`src/rtl/temp_pkg.sv`:
```
// Shared types and default band limits for the temperature monitor.
// States are ordered by severity so a larger encoding means a worse state.
package temp_pkg;

  typedef enum logic [1:0] {
    IDLE    = 2'b00,
    NORMAL  = 2'b01,
    WARNING = 2'b10,
    FAULT   = 2'b11
  } temp_state_e;

  localparam int DEF_DATA_W      = 8;
  localparam int DEF_N_CH        = 4;
  localparam int DEF_IDLE_MAX    = 5;
  localparam int DEF_NORMAL_MAX  = 50;
  localparam int DEF_WARNING_MAX = 100;
  localparam int DEF_HYST        = 2;
  localparam int DEF_PERSIST     = 3;

endpackage

```
`src/rtl/temp_ch_tracker.sv`:
```
// Single-channel tracker: classifies a signed sample by magnitude and commits
// state changes after PERSIST agreeing samples (FAULT commits at once).
module temp_ch_tracker
  import temp_pkg::*;
#(
  parameter int DATA_W      = DEF_DATA_W,
  parameter int IDLE_MAX    = DEF_IDLE_MAX,
  parameter int NORMAL_MAX  = DEF_NORMAL_MAX,
  parameter int WARNING_MAX = DEF_WARNING_MAX,
  parameter int HYST        = DEF_HYST,
  parameter int PERSIST     = DEF_PERSIST
) (
  input  logic              clk,
  input  logic              rst,
  input  logic [DATA_W-1:0] sample,
  input  logic              valid,
  output temp_state_e       state,
  output logic              state_chg
);

  localparam int MAG_W = DATA_W + 2;
  localparam logic [3:0] PERSIST_C = 4'(PERSIST);

  // Handshake: valid has no back-pressure; a sample is consumed on every
  // rising edge where valid=1, and all tracking state holds while valid=0.

  temp_state_e state_q, state_d, pend_q, pend_d, raw, cand;
  logic [3:0]  cnt_q, cnt_d, cnt_next;
  logic        chg_q, chg_d;
  logic [DATA_W:0]  ext, mag;
  logic [MAG_W-1:0] mag_w, mag_h;

  function automatic temp_state_e classify(input logic [MAG_W-1:0] m);
    if (m <= MAG_W'(IDLE_MAX))         return IDLE;
    else if (m <= MAG_W'(NORMAL_MAX))  return NORMAL;
    else if (m <= MAG_W'(WARNING_MAX)) return WARNING;
    else                               return FAULT;
  endfunction

  // Magnitude is one bit wider so the most-negative sample stays positive.
  always_comb begin
    ext   = {sample[DATA_W-1], sample};
    mag   = sample[DATA_W-1] ? (~ext + 1'b1) : ext;
    mag_w = {1'b0, mag};
    mag_h = mag_w + MAG_W'(HYST);
    raw   = classify(mag_w);
    if (raw > state_q)      cand = raw;
    else if (raw < state_q) cand = classify(mag_h);
    else                    cand = state_q;
  end

  always_comb begin
    state_d  = state_q;
    pend_d   = pend_q;
    cnt_d    = cnt_q;
    cnt_next = cnt_q;
    chg_d    = 1'b0;
    if (valid) begin
      if (cand == state_q) begin
        cnt_d = '0;
      end else if (cand == FAULT) begin
        state_d = FAULT;
        pend_d  = FAULT;
        cnt_d   = '0;
        chg_d   = 1'b1;
      end else begin
        if (cand == pend_q) begin
          cnt_next = (cnt_q == 4'hF) ? cnt_q : cnt_q + 4'd1;
        end else begin
          pend_d   = cand;
          cnt_next = 4'd1;
        end
        if (cnt_next == PERSIST_C) begin
          state_d = cand;
          cnt_d   = '0;
          chg_d   = 1'b1;
        end else begin
          cnt_d = cnt_next;
        end
      end
    end
  end

  always_ff @(posedge clk) begin
    if (rst) begin
      state_q <= IDLE;
      pend_q  <= IDLE;
      cnt_q   <= '0;
      chg_q   <= 1'b0;
    end else begin
      state_q <= state_d;
      pend_q  <= pend_d;
      cnt_q   <= cnt_d;
      chg_q   <= chg_d;
    end
  end

  assign state     = state_q;
  assign state_chg = chg_q;

endmodule

```
`src/rtl/temp_state_monitor.sv`:
```
// Multi-channel temperature monitor: one tracker per channel plus a
// registered any-channel-in-FAULT flag.
module temp_state_monitor
  import temp_pkg::*;
#(
  parameter int DATA_W      = DEF_DATA_W,
  parameter int N_CH        = DEF_N_CH,
  parameter int IDLE_MAX    = DEF_IDLE_MAX,
  parameter int NORMAL_MAX  = DEF_NORMAL_MAX,
  parameter int WARNING_MAX = DEF_WARNING_MAX,
  parameter int HYST        = DEF_HYST,
  parameter int PERSIST     = DEF_PERSIST
) (
  input  logic                     clk,
  input  logic                     rst,
  input  logic [N_CH*DATA_W-1:0]   temp_data,
  input  logic [N_CH-1:0]          temp_valid,
  output logic [2*N_CH-1:0]        temp_state,
  output logic [N_CH-1:0]          state_chg,
  output logic                     fault_any
);

  logic any_fault;

  for (genvar k = 0; k < N_CH; k++) begin : g_ch
    temp_state_e ch_state;

    temp_ch_tracker #(
      .DATA_W      (DATA_W),
      .IDLE_MAX    (IDLE_MAX),
      .NORMAL_MAX  (NORMAL_MAX),
      .WARNING_MAX (WARNING_MAX),
      .HYST        (HYST),
      .PERSIST     (PERSIST)
    ) u_trk (
      .clk       (clk),
      .rst       (rst),
      .sample    (temp_data[k*DATA_W +: DATA_W]),
      .valid     (temp_valid[k]),
      .state     (ch_state),
      .state_chg (state_chg[k])
    );

    assign temp_state[2*k +: 2] = ch_state;
  end

  always_comb begin
    any_fault = 1'b0;
    for (int k = 0; k < N_CH; k++) begin
      if (temp_state[2*k +: 2] == FAULT) any_fault = 1'b1;
    end
  end

  // Registered from the committed states, so it trails temp_state by a cycle.
  always_ff @(posedge clk) begin
    if (rst) fault_any <= 1'b0;
    else     fault_any <= any_fault;
  end

endmodule

```
`config.mk`:
```
export PLATFORM = sky130hd
export DESIGN_NAME = temp_state_monitor
export DESIGN_NICKNAME = d
export VERILOG_FILES = /design/src/rtl/temp_pkg.sv /design/src/rtl/temp_ch_tracker.sv /design/src/rtl/temp_state_monitor.sv
export SDC_FILE = /design/constraint.sdc
export NUM_CORES = 1
export LEC_CHECK = 0
export CAP_MARGIN = 40
export CORE_ASPECT_RATIO = 2
export CORE_MARGIN = 3
export CORE_UTILIZATION = 30
export CTS_BUF_LIST = sky130_fd_sc_hd__clkbuf_8
export DETAILED_ROUTE_END_ITERATION = 10
export GPL_TIMING_DRIVEN = 1
export HOLD_SLACK_MARGIN = 0.1
export PLACE_DENSITY = 0.47
export SLEW_MARGIN = 20
export SYNTH_ARGS = -nofsm -noshare
export SYNTH_HDL_FRONTEND = slang
export SYNTH_SLANG_ARGS = --single-unit
```
`constraint.sdc`:
```
create_clock -name clk -period 5.82 [get_ports clk]
set_input_delay 0.582 -clock clk [delete_from_list [all_inputs] [get_ports clk]]
set_output_delay 0.582 -clock clk [all_outputs]
set_load 0.01 [all_outputs]
```
==> impl_results.md, run 1 <==
- Initial antenna violation count: 0
- Vias in the first global route: 6143
- Cell-internal power: 1030 uW
- # diodes: 0
- Hold Crit Depth: 2
- Area Overhead vs Synth: 17.2%
- Slew Limit Fails: 0
- Via density per instance: 5.67
- DRT Pass-1 Iters: 4
- Initial core utilization: 30.8%
- Distinct cell type count after synthesis: 92
- Net count of the mapped netlist: 832
- Clk pwr share: 8.8%
- Final WS setup: 469 ps
- Total Power: 2050 uW
- Final WL: 17200 um
- RSZ-0062 raised after global routing: false
- Critical path fanouts, max: 9
- Status: finished, final reports clean
- Hold WC Path Type: reg2reg
- Initial DRC count: 193
- Clk pin slew, worst setup/hold paths: 80 ps
- CP arrival: 5510 ps
- Cts bufs inserted: 5
- Number of synthesized flops with an enable pin: 0
- DRT antenna net count: 0
- NetSw: 1020 uW
- Synth Area per Inst: 7.46 sq um
- PortBufs: 50
- Asr flop ratio synth: 0%
- Clk root buf: clkbuf_8
- Power per standard cell area: 307 nW/um^2
- Share of cells above drive strength 1: 10.0%
- Seq/Total Area, Yosys: 13.0%
- Worst slew pin tran: 842 ps
- # IOs: 51
- CTS tree: done
- Peak Freq: 187 MHz
- Synth Cell Area: 5690 sq um
- Clock Latency Late Sink: 300 ps
- Worst Skew: 5.13 ps
- Chip height: 201 um
- Synth warn: 0
- R2R Path End: g_ch[1].u_trk.state[0]
- Max-cap violations: 0
- GRT Total Usage: 16.3%
- Core Footprint: 18500 sq um
- Comb pwr share: 70.3%
- Setup slack at placement: 50.7 ps
- Layout Nets: 886
- LEAKAGE: 0.00242 uW
- Total clock sinks: 37
- CTS Buffer Depth: 2
- Worst setup startpoint: temp_data[9]
- Number of synthesized register bits: 37
- Total gr overflow: 0
- Yosys top cell by area: dfxtp_1
- Reg2reg path depth: 10
- Slew headroom: 43.6%
- Largest net degree at the start of global routing: 30
- Rows: 70
- Crit path kind: in2reg
- Yosys top cell area share: 13.0%
- Final worst-path cycle share: 91.9%
- CP startpoint kind: input port
- VDD IR max: 94.6 uV
- Drt drc: 0
- Worst Path Required: 5980 ps
- Post-Synthesis Cells: 762
- Synth area leaders: dfxtp_1 (13%), ha_1 (7.0%), xnor2_1 (6.0%), a21oi_1 (5.0%), nand2_1 (3.7%)
- Placer Congestion: 0.863
- Sw Ratio: 49.6%
- DP HPWL: 14200 um
- Setup TNS: 0 ps
- Die area: 20700 sq um
- Most used flip-flop cell after synthesis: dfxtp_1
- Seq pwr share: 20.9%
- Final setup violating endpoints: 0
- Fillers: 2021
- Hold path endpoint: g_ch[3].u_trk.cnt_q[1]
- First-pass GRT wire length: 28100 um
- Routed len/inst: 16.1 um
- DIE WIDTH: 103 um
- CTS HTree Levels: 2
- Fin crit period: 5350 ps
- RR Startpoint: g_ch[1].u_trk.state[1]
- R2r setup slk: 2450 ps
- Final hold violation count: 0
- Most frequent cell after synthesis: a21oi_1
- Synth top cells by count: a21oi_1 (57), nand2_1 (56), inv_1 (51)
- Crit end category: register
- Via count: 6066
- HP Start: g_ch[3].u_trk.cnt_q[1]
flip-flops by register name, summed over array words and instances (netlist names):
register / count
g_ch.u_trk.cnt_q: 16
fault_any: 1
g_ch.u_trk.state_chg: 4
g_ch.u_trk.pend_q: 8
g_ch.u_trk.state: 8
stage by stage:
| step | instances | hold WS, ps | util [%] | cell area (sq um) |
|---|---|---|---|---|
| floorplan | 762 | 467 | - | 5690 |
| global placement | 1061 | 490 | 35.5 | 6560 |
| detailed placement | 1061 | 490 | 35.5 | 6560 |
| CTS | 1069 | 506 | 35.9 | 6640 |
| global route | 1069 | 546 | 36.1 | 6660 |
| finish | 1069 | 509 | 36.1 | 6660 |
worst max-delay path by stage:
stage	slack, ps	to
floorplan	1060	g_ch[1].u_trk.cnt_q[2]
global placement	290	g_ch[2].u_trk.cnt_q[1]
detailed placement	50	g_ch[2].u_trk.cnt_q[1]
CTS	370	g_ch[2].u_trk.cnt_q[1]
global route	60	g_ch[2].u_trk.cnt_q[1]
finish	470	g_ch[1].u_trk.state[0]
power by group through the flow:
stage	sequential, uW	clock [uW]	combinational, uW
floorplan	398	0	1050
global placement	432	0	1400
detailed placement	434	0	1420
CTS	429	188	1430
global route	441	198	1600
finish	427	180	1440
logic make-up after synthesis:
family	count (synthesis)	share of synthesized area, %
xor+xnor	53	8.80
buf+inv	84	6.36
mux	19	3.39
fa+ha+maj	32	7.04
flops	37	13.0
compound gates	276	36.4
simple gates	261	25.0
worst max-delay path, cell delays in order:
cell and delay (ps):
clkdlybuf4s50_1 600, inv_1 110, ha_1 300, nand2_1 120, a21boi_0 290, inv_1 110
ha_1 300, a21oi_1 150, a21oi_1 60, a2111o_1 390, o21ai_0 70, nor2b_1 160
ha_1 240, nand2_1 100, o21ai_0 170, or2_2 350, a41o_1 240, a2111oi_4 460
o311ai_0 350, o22ai_1 250, a211oi_1 90
area by class of cell:
cell class | count | area (sq um) | area share (%)
multi-input combinational | 641 | 4610 | 69.2
sequential | 37 | 741 | 11.1
timing repair buffer | 79 | 718 | 10.8
tap | 252 | 315 | 4.73
inverter | 52 | 195 | 2.93
clock buffer | 5 | 68.8 | 1.03
clock inverter | 3 | 13.8 | 0.207
layer usage:
| layer | part of all wire (%) | vias up | global-route usage, % | wire [um] |
|---|---|---|---|---|
| li1 | - | 3016 | - | - |
| met1 | 36 | 2873 | 15.1 | 6120 |
| met2 | 58 | 128 | 33.2 | 9960 |
| met3 | 2.3 | 49 | 1.29 | 392 |
| met4 | 4.2 | 0 | 7.83 | 731 |
| met5 | 0 | - | 0 | 0 |
layout by cell type, fill, tap and decap left out, types with 10 or more instances in the layout:
cell type and n:
xor2_1 10, nand3_1 33, a31oi_1 12, nor3_1 16, nor2b_1 10, o211ai_1 11
clkdlybuf4s50_1 50, o31ai_1 12, a21oi_1 57, xnor2_1 39, nand2_1 56, ha_1 32
nand4_1 10, a211oi_1 18, or3_1 12, o21ai_0 33, nand2b_1 11, and3_1 10
mux2i_1 16, inv_1 52, buf_4 29, nor2_1 41, dfxtp_1 37
timing repair:
item	in CTS	in global routing
setup endpoints to repair	0	8
hold buffers	0	0
buffers inserted	0	0
gates resized for setup	0	5
Power figures use the tool's default switching activity.
==> run 2: changes to the inputs <==
--- a/config.mk
+++ b/config.mk
@@ -7,9 +7,10 @@
 export LEC_CHECK = 0
 export CAP_MARGIN = 40
 export CORE_ASPECT_RATIO = 2
-export CORE_MARGIN = 3
+export CORE_MARGIN = 2
 export CORE_UTILIZATION = 30
 export CTS_BUF_LIST = sky130_fd_sc_hd__clkbuf_8
+export CTS_CLUSTER_DIAMETER = 30
 export DETAILED_ROUTE_END_ITERATION = 10
 export GPL_TIMING_DRIVEN = 1
 export HOLD_SLACK_MARGIN = 0.1
==> impl_results.md, run 2 (synthesis gave the netlist of run 1 again) <==
- Routed len/inst: 16.5 um (+2.4%)
- Final WS setup: 532 ps (+62.9 ps)
- DRT Pass-1 Iters: 5 (+1)
- Die area: 20100 sq um (-2.9%)
- Final setup violating endpoints: 0 (unchanged)
- R2r setup slk: 2560 ps (+110 ps)
- Placer Congestion: 0.888 (+2.8%)
- Initial DRC count: 221 (+15%)
- Max-cap violations: 0 (unchanged)
- Worst slew pin tran: 808 ps (-33.9 ps)
- Chip height: 199 um (-1.0%)
- Worst Skew: 4.58 ps (-0.549 ps)
- GRT Total Usage: 17.4% (+1.1 points)
- Commonest non-fill, non-tap cell in the layout: a21oi_1
- Area Overhead vs Synth: 16.8%
- # diodes: 0 (unchanged)
- # IOs: 51 (unchanged)
- Sw Ratio: 50.4% (+0.75 points)
- Fin crit period: 5290 ps (-62.9 ps)
- Via count: 6114 (+0.79%)
- Clock Latency Late Sink: 310 ps (about the same)
- Initial core utilization: 30.3% (-0.43 points)
- CTS resizes: 0 (unchanged)
- Vias in the first global route: 6081 (-1.0%)
- Peak Freq: 189 MHz (+1.2%)
- Cell-internal power: 1020 uW (-0.90%)
- CP arrival: 5490 ps (-20 ps)
- Slew headroom: 45.9% (+2.3 points)
- Final worst-path cycle share: 90.9% (-1.1 points)
- Largest net degree at the start of global routing: 30 (unchanged)
- DP HPWL: 14300 um (+0.68%)
- CTS tree: done
- DRT antenna net count: 0 (unchanged)
- Seq pwr share: 20.8% (about the same)
- Total clock sinks: 37 (unchanged)
- Max FFs per register: 16 (unchanged)
- DIE WIDTH: 101 um (-1.9%)
- LEAKAGE: 0.00241 uW (-0.71%)
- Via density per instance: 5.71 (+0.70%)
- PortBufs: 50 (unchanged)
- Crit end category: register
- Crit path kind: in2reg
- Commonest non-fill, non-tap cells in the layout: a21oi_1 (57), nand2_1 (56), inv_1 (51)
- Comb pwr share: 70.1% (-0.2 points)
- Hold-fix buffer count after cts: 0 (unchanged)
- Fillers: 2005 (-0.79%)
- CTS HTree Levels: 2 (unchanged)
- Core Footprint: 18700 sq um (+1.4%)
- Clk pin slew, worst setup/hold paths: 80 ps (about the same)
- Power per standard cell area: 310 nW/um^2 (+0.89%)
- Placed cell areas: 6530 sq um (-0.40%)
- Post-route core utilization: 35.5% (-0.61 points)
- Cts bufs inserted: 5 (unchanged)
- Status: finished, final reports clean
- NetSw: 1040 uW (+2.1%)
- Share of cells above drive strength 1: 9.69% (-0.34 points)
- Worst Path Required: 6020 ps (+40 ps)
- Final WL: 17600 um (+2.5%)
- CTS Buffer Depth: 2 (unchanged)
- Setup slack at placement: -13.5 ps (-64.2 ps)
- Initial antenna violation count: 0 (unchanged)
- Rows: 71 (+1.4%)
- Register name with the most flops: g_ch.u_trk.cnt_q
- Clk pwr share: 9.1% (+0.3 points)
- RSZ-0062 raised after global routing: false
- Critical path fanouts, max: 8 (-1)
- Slew Limit Fails: 0 (unchanged)
- Final Cell Area: 6650 sq um (-0.28%)
- Post-CTS Setup Bufs: 0 (unchanged)
- Drt drc: 0 (unchanged)
- CP startpoint kind: input port
- Clk root buf: clkbuf_8
- Final hold violation count: 0 (unchanged)
- Layout Nets: 884 (-0.23%)
- Hold WC Path Type: reg2reg
- VDD IR max: 110 uV (+16%)
- First-pass GRT wire length: 28600 um (+1.8%)
- Total gr overflow: 0 (unchanged)
## run 2: cell types whose count changed in the layout (fill, tap and decap cells not counted), sizes merged
| cell | change |
|---|---|
| clkbuf | +1 |
| clkinvlp | +1 |
| buf | -3 |
| inv | -1 |
## run 2: per-stage QoR
step | instances | hold slack [ps] | power, uW | setup TNS, ps
global route | 1070 | 559 | 2250 | 0
detailed placement | 1060 | 495 | 1860 | -14.3
global placement | 1060 | 480 | 1830 | 0
finish | 1070 | 515 | 2060 | 0
CTS | 1068 | 520 | 2060 | 0
floorplan | 762 | 467 | 1450 | 0
## run 2: path summary, 6_finish.rpt
check                      endpoint  cells past startpoint                    from
max          g_ch[1].u_trk.cnt_q[3]                     22            temp_data[8]
min          g_ch[3].u_trk.cnt_q[1]                      2  g_ch[3].u_trk.cnt_q[1]
max reg2reg  g_ch[1].u_trk.cnt_q[3]                     10  g_ch[1].u_trk.state[1]
min reg2reg  g_ch[3].u_trk.cnt_q[1]                      2  g_ch[3].u_trk.cnt_q[1]
## run 2: final cells by class
class                   instances  area, sq um  share of cell area [%]
multi-input cells             641         4610                    69.3
clock buffers                   5         68.8                    1.04
inverters                      52          195                    2.94
clock inverters                 3         17.5                   0.264
well taps                     255          319                    4.80
repair buffers                 77          697                    10.5
flip-flops and latches         37          741                    11.1
## run 2: critical path, cell delays in order
cell and delay, ps:
clkdlybuf4s50_1 610, inv_1 140, ha_1 330, nand2_1 110
a21boi_0 290, buf_4 200, ha_1 170, a21o_1 100
nand2_1 70, a31oi_1 290, o21ai_0 140, nor2b_1 150
ha_1 170, inv_1 60, a21o_1 160, o21ai_0 180
nor2_2 390, nor3_1 130, a2111oi_4 440, a22oi_1 180
o311a_1 360, a2111oi_2 220
## run 2: power by group through the flow
| stage | combinational (uW) | sequential (uW) | clock (uW) |
|---|---|---|---|
| 5_1_grt | 1600 | 441 | 205 |
| 2_1_floorplan | 1050 | 398 | 0 |
| 6_report | 1440 | 428 | 187 |
| 4_1_cts | 1430 | 429 | 199 |
| 3_3_place_gp | 1400 | 433 | 0 |
| 3_5_place_dp | 1420 | 434 | 0 |
## run 2: routing by layer
layer	up-vias	share of wire [%]	GRT usage [%]
met5	-	0	0
met4	0	4.6	8.96
met3	50	2.7	1.51
met2	143	57	36.2
met1	2912	36	15.8
li1	3009	-	-
==> edit 1 (config.mk and constraints of run 1) <==
Put a register stage on the output `temp_state`, cleared by the reset. The value now appears one clock later. The other outputs are not delayed to match. Comments in the files are not updated.
--- a/src/rtl/temp_state_monitor.sv
+++ b/src/rtl/temp_state_monitor.sv
@@ -21,4 +21,6 @@
 );
 
+  logic [2*N_CH-1:0] temp_state_d;
+
   logic any_fault;
 
@@ -42,5 +44,5 @@
     );
 
-    assign temp_state[2*k +: 2] = ch_state;
+    assign temp_state_d[2*k +: 2] = ch_state;
   end
 
@@ -48,5 +50,5 @@
     any_fault = 1'b0;
     for (int k = 0; k < N_CH; k++) begin
-      if (temp_state[2*k +: 2] == FAULT) any_fault = 1'b1;
+      if (temp_state_d[2*k +: 2] == FAULT) any_fault = 1'b1;
     end
   end
@@ -58,4 +60,12 @@
   end
 
+  always_ff @(posedge clk) begin
+    if (rst) begin
+      temp_state <= '0;
+    end else begin
+      temp_state <= temp_state_d;
+    end
+  end
+
 endmodule
 
Formal check against the unedited RTL: not equivalent (Yosys sat finds a counterexample within 4 cycles, from zero or initial values and one cycle with rst high).
==> edit 1 against run 1 <==
Sequential cell count grew 8. Global-route usage grew 0.18 points. Power shrank 3.1%. Final area shrank 5.4%. Sequential power grew 11%. Wire length shrank 3.1%. Count of clock-buffer cells in the layout is the same. Area after synthesis shrank 3.5%. Worst setup slack gained 0.10 ns. Maximum frequency grew 2.0%. Critical endpoint is now g_ch[1].u_trk.cnt_q[1]$_SDFFE_PP0P_. Highest routed layer unchanged.
==> edit 1: results (changes against run 1) <==
Cells and area
  – Clock buf/inv share: 0.0149 (was 0.0124)
  – Inverters: 48 (was 52)
  – Nets: 834 (was 886)
  – Buffers outside the clock class: 61 (was 79)
  – Fillers: 1914 (was 2021)
  – FF/Latch Area: 901 um^2 (was 741 um^2)
  – Layout non-clock buf frac: 0.0937 (was 0.108)
  – Multi-input gate count: 603 (was 641)
  – Multi-input logic portion of the cell area: 0.678 (was 0.692)

Routing
  – Drt via density: 5.98 (was 5.67)
  – Post-Route WL: 16700 um (was 17200 um)
  – DR WL/cell: 17.0 um (was 16.1 um)
  – Initial DRC count: 154 (was 193)
  – DR pass1 iterations: 5 (was 4)

Floorplanning
  – Die ar.: 0.0201 mm^2 (was 0.0207 mm^2)

STA
  – Min cycle time layout: 5.25 ns (was 5.35 ns)
  – Setup Skew: 0.0153 ns (was 0.00513 ns)
  – Actual slew at the worst max-slew pin: 0.905 ns (was 0.842 ns)
  – Hold WS: 0.506 ns (was 0.509 ns)

Worst setup path
  – Crit-path max FO: 10 (was 9)
  – Crit path from: temp_data[8] (was temp_data[9])
  – Reg-to-reg endpoint: g_ch[0].u_trk.state_chg$_SDFF_PP0_ (was g_ch[1].u_trk.state[0]$_SDFFE_PP0P_)
  – CP endpoint: g_ch[1].u_trk.cnt_q[1]$_SDFFE_PP0P_ (was g_ch[1].u_trk.state[0]$_SDFFE_PP0P_)
  – Crit path largest cell delay: 0.62 ns (was 0.60 ns)
  – R2R Path Start: g_ch[0].u_trk.state[1]$_SDFFE_PP0P_ (was g_ch[1].u_trk.state[1]$_SDFFE_PP0P_)
  – Flop-to-flop setup slack: 2.86 ns (was 2.45 ns)
  – CP arrival: 5.53 ns (was 5.51 ns)

Clock network
  – Worst skew pair latency: 0.32 ns (was 0.30 ns)
  – Clock transition at the registers of the reported paths: 0.10 ns (was 0.08 ns)

Power and ir drop
  – Clock Power Share: 0.109 (was 0.088)
  – Power share of the sequential group: 0.238 (was 0.209)
  – Internal power: 1.01 mW (was 1.03 mW)

Synth
  – Seq/Total Area, Yosys: 0.164 (was 0.130)
  – Post-synth net total: 795 (was 832)
  – Main area contributors after synthesis: dfxtp_1 (16%), ha_1 (7.3%), xnor2_1 (4.9%), a21oi_1 (3.6%), nor2_1 (3.5%) (was dfxtp_1 (13%), ha_1 (7.0%), xnor2_1 (6.0%), a21oi_1 (5.0%), nand2_1 (3.7%))

Outcome
  – Run status: completed (unchanged)

Global route
  – GRT Util Overall: 0.165 (was 0.163)
  – Largest net degree at the start of global routing: 46 (was 30)
  – First-pass GRT wire length: 27200 um (was 28100 um)

Place
  – HPWL Detailed: 13600 um (was 14200 um)
  – Dpl cells: 969 (was 1061)
  – Pre-CTS WS: 0.307 ns (was 0.0507 ns)
-- edit 1: cell types whose count changed after synthesis, moves of 7 or more --
cell and change:
clkbuf_1 -8, nor2_1 +9, a31oi_1 +10, dfxtp_1 +8, nor3_1 +7, a21oi_1 -17, buf_1 +7, nand2_1 -11
o21ai_0 -10, xnor2_1 -8
-- edit 1: cell families after synthesis --
| logic type | Yosys count | synth area share |
|---|---|---|
| AND/OR/NAND/NOR | 259 | 0.259 |
| AO/OA/AOI/OAI | 247 | 0.334 |
| buffers and inverters | 77 | 0.0586 |
| flip-flops | 45 | 0.164 |
| XOR/XNOR | 44 | 0.0715 |
| adder cells (fa/ha/maj) | 32 | 0.0729 |
| multiplexers | 21 | 0.0403 |
-- edit 1: layer usage --
metal  vias up  track usage  share of wire
met2       145        0.346           0.59
met4         0       0.0922          0.045
met3        52       0.0124          0.028
met1      2795        0.143           0.34
met5         -            0              0
li1       2855            -              -
==> edit 2 (flow settings as in run 1) <==
Without the edit above. `DEF_N_CH`: 4 -> 5.
--- a/src/rtl/temp_pkg.sv
+++ b/src/rtl/temp_pkg.sv
@@ -11,5 +11,5 @@
 
   localparam int DEF_DATA_W      = 8;
-  localparam int DEF_N_CH        = 4;
+  localparam int DEF_N_CH        = 5;
   localparam int DEF_IDLE_MAX    = 5;
   localparam int DEF_NORMAL_MAX  = 50;
Ports: changed (resized state_chg, temp_data, temp_state and temp_valid); port bits go from 51 to 63. The function was not compared with the original's and may differ.
==> edit 2 against run 1 <==
Non-clock buffer count grew 9. Power grew 9.9%. Die area grew 22%. Final area grew 21%. Sequential cell count grew 9. Cell count grew 20%. Worst setup slack gained 0.19 ns. Area after synthesis grew 23%. First-iteration DRC count grew 77%. Sequential share of layout area grew 0.30 points. Critical path type unchanged. Wire length grew 24%. Highest routed layer unchanged.
==> edit 2: results (changes against run 1) <==
Cells and area
  – Fillers: 2511 (was 2021)
  – Multi-input gate count: 795 (was 641)
  – Clock buf/inv share: 0.00977 (was 0.0124)
  – Layout non-clock buf frac: 0.101 (was 0.108)

Global route
  – First-pass GRT wire length: 35400 um (was 28100 um)
  – Number of global-route vias before repair: 7542 (was 6143)
  – GR Util met2: 0.338 (was 0.332)

Place
  – GP Congestion: 0.859 (was 0.863)
  – Pre-CTS WS: 0.342 ns (was 0.0507 ns)
  – Port bufs: 62 (was 50)
  – HPWL Detailed: 17300 um (was 14200 um)

Synth
  – Seq/Total Area, Yosys: 0.131 (was 0.130)
  – Post-synth top cells: a21oi_1 (75), nand2_1 (72), inv_1 (64) (was a21oi_1 (57), nand2_1 (56), inv_1 (51))
  – Post-synth cell types: 100 (was 92)
  – Main area contributors after synthesis: dfxtp_1 (13%), ha_1 (7.3%), a21oi_1 (5.3%), xnor2_1 (4.5%), nand2_1 (3.9%) (was dfxtp_1 (13%), ha_1 (7.0%), xnor2_1 (6.0%), a21oi_1 (5.0%), nand2_1 (3.7%))

STA
  – Actual slew at the worst max-slew pin: 0.810 ns (was 0.842 ns)
  – Setup Skew: 0.00849 ns (was 0.00513 ns)
  – Final period utilization: 0.887 (was 0.919)

Routing
  – Initial DRC count: 341 (was 193)
  – WL met1: 7850 um (was 6120 um)
  – WL met3: 385 um (was 392 um)
  – Met2 routed WL: 12400 um (was 9960 um)

Power and ir drop
  – Leakage power: 2.93 nW (was 2.42 nW)

Worst hold path
  – Worst hold endpoint: g_ch[3].u_trk.pend_q[0]$_SDFFE_PP0P_ (was g_ch[3].u_trk.cnt_q[1]$_SDFFE_PP0P_)

Outcome
  – Run status: completed (unchanged)

Worst setup path
  – Crit path from: temp_data[17] (was temp_data[9])
  – Reg2reg path depth: 9 (was 10)
## edit 2: report_power, final
group          internal, mW  total [mW]  switching [mW]  leakage (nW)
combinational         0.668        1.54           0.877          2.51
sequential            0.386       0.505           0.119         0.375
clock                0.0810       0.199           0.118        0.0438
total                  1.13        2.25            1.11          2.93
## edit 2: cells by family (layout without fill, tap and decap cells)
group                      after synthesis  after routing  share of synthesized area
AOI/OAI and AO/OA                      337            337                      0.360
and+or+nand+nor                        333            333                      0.260
buffers and inverters                  107            162                     0.0635
xor gates and xnor gates                56             56                     0.0710
DFF                                     46             46                      0.131
adders and majority gates               41             41                     0.0731
muxes                                   28             28                     0.0417
other                                    0              1                          0
## edit 2: worst register-to-register path: stages (launching register included)
cell and delay (ns):
dfxtp_1 0.50, inv_1 0.17, ha_1 0.33, a21oi_1 0.29, o31a_1 0.28, a21oi_2 0.17
or4_1 0.51, a21oi_1 0.15, a21oi_1 0.10, a2111oi_2 0.43
